===== config.mk =====
export PLATFORM = sky130hd
export DESIGN_NAME = pe_mac_cfg
export DESIGN_NICKNAME = d
export VERILOG_FILES = /design/src/rtl/pe_mac_cfg.sv
export SDC_FILE = /design/constraint.sdc
export NUM_CORES = 1
export LEC_CHECK = 0
export BUFFER_PORTS_ARGS = -buffer_cell sky130_fd_sc_hd__buf_2
export CELL_PAD_IN_SITES_DETAIL_PLACEMENT = 0
export CELL_PAD_IN_SITES_GLOBAL_PLACEMENT = 1
export CORE_MARGIN = 5
export CORE_UTILIZATION = 35
export DETAILED_ROUTE_END_ITERATION = 12
export PLACE_DENSITY = 0.75
export SETUP_SLACK_MARGIN = 0.15
export SLEW_MARGIN = 20
export SYNTH_ARGS = -nofsm -noshare
export SYNTH_HDL_FRONTEND = slang
export SYNTH_SLANG_ARGS = --single-unit

===== constraint.sdc =====
create_clock -name clk -period 8 [get_ports clk]
set_input_delay 0.8 -clock clk [delete_from_list [all_inputs] [get_ports clk]]
set_output_delay 0.8 -clock clk [all_outputs]
set_load 0.02 [all_outputs]

===== src/rtl/pe_mac_cfg.sv =====
// pe_mac_cfg: configurable systolic-array processing element.
// OS mode accumulates x*y locally; WS mode adds x*w into a top-to-bottom partial-sum chain.
// Results leave through a serial drain chain (res_i -> res_o), one PE per cycle.
module pe_mac_cfg #(
    parameter int DW    = 8,
    parameter int ACC_W = 24,
    parameter bit SAT   = 1'b1
) (
    input  logic             clk,
    input  logic             rst,
    input  logic             clr,
    input  logic             mode,
    input  logic [DW-1:0]    x_i,
    output logic [DW-1:0]    x_o,
    input  logic             x_vld_i,
    output logic             x_vld_o,
    input  logic [DW-1:0]    y_i,
    output logic [DW-1:0]    y_o,
    input  logic             y_vld_i,
    output logic             y_vld_o,
    input  logic             w_ld,
    input  logic [ACC_W-1:0] psum_i,
    output logic [ACC_W-1:0] psum_o,
    input  logic             dump,
    input  logic [ACC_W-1:0] res_i,
    output logic [ACC_W-1:0] res_o,
    input  logic             res_vld_i,
    output logic             res_vld_o,
    output logic             ovf_o
);

    localparam logic [ACC_W-1:0] AccMax = {1'b0, {(ACC_W-1){1'b1}}};
    localparam logic [ACC_W-1:0] AccMin = {1'b1, {(ACC_W-1){1'b0}}};

    logic [ACC_W-1:0]        acc_q, acc_d;
    logic [DW-1:0]           w_q, w_d;
    logic                    mode_q;
    logic                    mode_chg;

    logic [DW-1:0]           mul_b;
    logic signed [2*DW-1:0]  prod;
    logic [ACC_W:0]          prod_ext;
    logic [ACC_W-1:0]        addend;
    logic [ACC_W:0]          sum;
    logic                    add_ovf;
    logic [ACC_W-1:0]        add_res;
    logic [ACC_W-1:0]        acc_nxt;

    logic [ACC_W-1:0]        psum_d;
    logic [ACC_W-1:0]        res_d;
    logic                    res_vld_d;
    logic                    ovf_d;

    assign mode_chg = (mode != mode_q);

    // Shared multiply-add: one adder serves acc (OS) or the psum chain (WS).
    always_comb begin
        mul_b    = mode ? w_q : y_i;
        prod     = $signed(x_i) * $signed(mul_b);
        prod_ext = {{(ACC_W + 1 - 2 * DW){prod[2*DW-1]}}, prod};
        addend   = mode ? psum_i : acc_q;
        sum      = {addend[ACC_W-1], addend} + prod_ext;
        // Top two sum bits disagree exactly when the result left the ACC_W range.
        add_ovf  = sum[ACC_W] ^ sum[ACC_W-1];
        if (add_ovf && SAT) begin
            add_res = sum[ACC_W] ? AccMin : AccMax;
        end else begin
            add_res = sum[ACC_W-1:0];
        end
    end

    // Next-state selection: mode change > dump > MAC (clr/rst handled in the register).
    always_comb begin
        acc_d     = acc_q;
        w_d       = w_q;
        acc_nxt   = acc_q;
        psum_d    = '0;
        res_d     = res_i;
        res_vld_d = res_vld_i;
        ovf_d     = ovf_o;

        if (mode_chg) begin
            // Stale acc/weight from the other mode must not leak into the new one.
            acc_d = '0;
            w_d   = '0;
            if (mode) begin
                psum_d = psum_i;
            end
        end else if (mode) begin
            if (w_ld) begin
                w_d = y_i;
            end
            if (x_vld_i) begin
                psum_d = add_res;
                ovf_d  = ovf_o | add_ovf;
            end else begin
                psum_d = psum_i;
            end
        end else begin
            if (x_vld_i && y_vld_i) begin
                acc_nxt = add_res;
                ovf_d   = ovf_o | add_ovf;
            end
            if (dump) begin
                // Local result overrides whatever arrives from upstream this cycle.
                res_d     = acc_nxt;
                res_vld_d = 1'b1;
                acc_d     = '0;
            end else begin
                acc_d = acc_nxt;
            end
        end
    end

    // State and output registers: async reset, then synchronous clear.
    always_ff @(posedge clk or posedge rst) begin
        if (rst) begin
            acc_q     <= '0;
            w_q       <= '0;
            mode_q    <= 1'b0;
            x_o       <= '0;
            x_vld_o   <= 1'b0;
            y_o       <= '0;
            y_vld_o   <= 1'b0;
            psum_o    <= '0;
            res_o     <= '0;
            res_vld_o <= 1'b0;
            ovf_o     <= 1'b0;
        end else if (clr) begin
            acc_q     <= '0;
            w_q       <= '0;
            mode_q    <= mode;
            x_o       <= '0;
            x_vld_o   <= 1'b0;
            y_o       <= '0;
            y_vld_o   <= 1'b0;
            psum_o    <= '0;
            res_o     <= '0;
            res_vld_o <= 1'b0;
            ovf_o     <= 1'b0;
        end else begin
            acc_q     <= acc_d;
            w_q       <= w_d;
            mode_q    <= mode;
            x_o       <= x_i;
            x_vld_o   <= x_vld_i;
            y_o       <= y_i;
            y_vld_o   <= y_vld_i;
            psum_o    <= psum_d;
            res_o     <= res_d;
            res_vld_o <= res_vld_d;
            ovf_o     <= ovf_d;
        end
    end

endmodule


==> out/summary.txt <==
Status - finished clean
Transition time at the pin with the least slew margin - 0.901 ns
Setup TNS - 0 ns
Post-synthesis compound-gate area fraction - 0.132
Critical register-to-register path endpoint - res_o[20]$_DFF_PP0_
Synth-to-Final Area Change - 15.4%
Die Span Y - 170 µm
Count of nets after finishing - 1248
Full die area - 0.0288 mm²
Sequence of cells on the critical path - buf_2 -> mux2_2 -> nand2_1 -> fa_1 -> fa_1 -> inv_1 -> fa_1 -> fa_1 -> ha_1 -> ha_1 -> and3_4 -> nand4_4 -> nand3b_1 -> a31oi_1 -> or3_1 -> a21oi_4 -> nor3_1 -> a2111oi_0
Number of sinks on the clock net - 101
Flip-flop cell with the highest count after synthesis - dfrtp_1
Post-synth cell types - 61
Post-synthesis xor/xnor area fraction - 0.0206
Seq pwr share - 0.167
Synth cell count leaders - fa_1, inv_1, dfrtp_1
Global-route wire length before repair - 40.7 mm
Number of buffers on the longest clock path - 2
Synthesized instance count - 883
Clk_skew - 0.0105 ns
Worst hold path class - in2async
Main area contributors after synthesis - dfrtp_1, fa_1, ha_1, inv_1, o21ai_0
Power density over the cells - 338 mW/mm²
Register area share after synthesis - 0.283
Critical Path RT - 8.22 ns
HPWL Detailed - 20.1 mm
FF-to-FF path depth - 17
Final period demand of the worst path - 7.02 ns
Arrival time at the worst endpoint - 7.24 ns
H-tree levels - 3
Proportion of synthesized area in mux cells - 0.0480
Top Family by Delay on Critical Path - adder cells
Max incr delay on CP - 0.70 ns
Antenna diode instance count - 0
Cell taking the most area after synthesis - dfrtp_1
IR Drop Worst-Case VDD - 0.309 mV
Mean post-synth cell area - 10.1 µm²
Placed Cells - 1330
CP Capture Type - flip-flop
Final setup violation count - 0
Post-CTS Setup Repair Bufs - 0
Synthesized area - 0.00892 mm²
Number of cells in the finished layout apart from fillers - 1346
Clock input transition at the sequential cells of the worst setup and hold paths - 0.08 ns
Slew Viols, Final - 0
Final-layout worst hold slack - 0.453 ns
Max frequency - 142 MHz
Standard-cell row count - 58
Post-route ant nets - 0
Final weighted congestion in routability-driven placement - 0.832
Total of hold buffers inserted after clock tree synthesis - 0
Cell occurring most often along the worst timing path - fa_1
Adder-cell share of the synthesized area - 0.322
Post-layout power - 3.48 mW
Number of flops mapped to enable cells by yosys - 0
Final-report hold violation count - 0
Worst relative slew slack - 0.398
Switching power summed over all nets - 1.80 mW
Proportion of layout cells with a drive suffix above 1 - 0.197
Clock tree from TritonCTS - done
Basic-gate share of the synthesized area counting and, or, nand and nor cells - 0.133
DRC violation count after routing - 0
Cts repair resizes - 0
CP startpoint kind - input port
Standard cell area after detailed placement - 0.00999 mm²
Cell area after layout - 0.0103 mm²
Initial antenna violation count - 0
Slowest cell on crit path - fa_1
Portion of synthesized cell area occupied by the leading cell type - 0.283
Unrepaired setup endpoints after global routing - no
Insertion delay of the later-clocked pin in the worst-skew pair - 0.36 ns
Relative contribution of the clock network to total power - 0.132
Die outline width - 170 µm
Synth Net Count - 1120
Combinational family with the most area after synthesis - adder cells
DRT Pass-1 Iters - 5
Cell-internal power - 1.68 mW
Worst R2R Setup Slack - 1.62 ns
Max Cap Violations - 0
Wirelength, routed - 25.0 mm
Pleak - 5.26 nW
Most common cell in the synthesized netlist - fa_1
I/O pin count - 141
Remaining global-route overflow - 0
Root buf cell - clkbuf_16
Total of warnings raised by yosys - 0
Global router's overall resource usage - 0.180
Clock buffers created by TritonCTS - 9
1st-iter DRT viols - 495
Initial Util - 0.355
Number of buffers added on ports - 140
Drt via density - 5.18
Vias in the first global route - 7265
Placeable Area - 0.0251 mm²
Switching Share - 0.517
Maximum net fanout on the critical path - 18
Number of storage elements in the synthesis netlist - 101
Part of the power in combinational logic - 0.700
Share of the clock period used by the worst path after layout - 0.878
Largest net degree at the start of global routing - 67
FFs w/ async S/R, synth - 1.00
Number of vias after detailed routing - 6973
Launch instance of the worst register-to-register path - w_q[2]$_DFFE_PP0P_
Buffers & Inverters on Critical Path - 2
Start-to-end type of the worst setup path - in2reg
Routed wire length per instance - 18.6 µm
Number of fillers in the final layout - 2521
==> power groups by stage <==
| stage | clock (mW) | sequential [mW] | combinational (mW) |
|---|---|---|---|
| after CTS | 0.470 | 0.583 | 2.43 |
| after detailed placement | 0 | 0.593 | 2.41 |
| after global placement | 0 | 0.593 | 2.41 |
| after floorplan | 0 | 0.647 | 1.71 |
| final | 0.460 | 0.582 | 2.44 |
| after global routing | 0.491 | 0.589 | 2.70 |
==> through the flow <==
step	setup WS [ns]	utilization
global route	0.500	0.410
CTS	0.977	0.410
finish	0.980	0.410
global placement	0.693	0.398
floorplan	0.907	-
detailed placement	0.571	0.398
==> per-layer routing <==
metal,track usage,part of all wire,vias to the layer above
li1,-,-,3204
met3,0.0294,0.058,41
met5,0,0,-
met4,0.0532,0.027,0
met1,0.245,0.43,3499
met2,0.296,0.48,229
==> cell type report <==
| class | count | area (µm²) | area share |
|---|---|---|---|
| Tap cell | 330 | 413 | 0.0401 |
| Inverter | 105 | 397 | 0.0385 |
| Sequential cell | 101 | 2530 | 0.245 |
| Clock buffer | 9 | 225 | 0.0219 |
| Clock inverter | 7 | 80.1 | 0.00778 |
| Multi-Input combinational cell | 640 | 5850 | 0.568 |
| Timing Repair Buffer | 154 | 806 | 0.0782 |
==> cells by family (layout without fill, tap and decap cells) <==
kind of cell	Yosys count	in the layout
mux	41	41
xor+xnor	21	21
flops	101	101
buf+inv	142	275
fa+ha+maj	165	165
simple gates	228	228
compound gates	185	185
==> sequential cells by signal (all words and copies together) (netlist names), 8 cells and up <==
name / flops
psum_o: 24
res_o: 24
acc_q: 24
w_q: 8
x_o: 8
y_o: 8
==> cells in the final DEF (no fill, tap or decap), types with 9 or more instances in the layout <==
cell	n
fa_1	108
buf_4	14
nor2b_1	40
a21o_1	9
nand3_1	11
a22o_1	10
nor2_1	35
mux2i_1	27
mux2_2	14
o21ai_0	65
nand2_1	79
xnor2_1	17
ha_1	56
and2_1	17
inv_1	104
clkbuf_16	9
buf_2	140
o211ai_1	13
a21oi_1	42
dfrtp_1	101
==> worst max path at each step <==
stage | to | depth (start not counted) | startpoint | slack (ns)
floorplan | acc_q[21]$_DFFE_PP0P_ | 20 | mode | 0.91
global placement | res_o[8]$_DFF_PP0_ | 18 | mode | 0.69
detailed placement | res_o[17]$_DFF_PP0_ | 18 | mode | 0.57
CTS | res_o[20]$_DFF_PP0_ | 18 | mode | 0.98
global route | res_o[17]$_DFF_PP0_ | 18 | mode | 0.50
finish | res_o[20]$_DFF_PP0_ | 18 | mode | 0.98
Power figures use the tool's default switching activity.
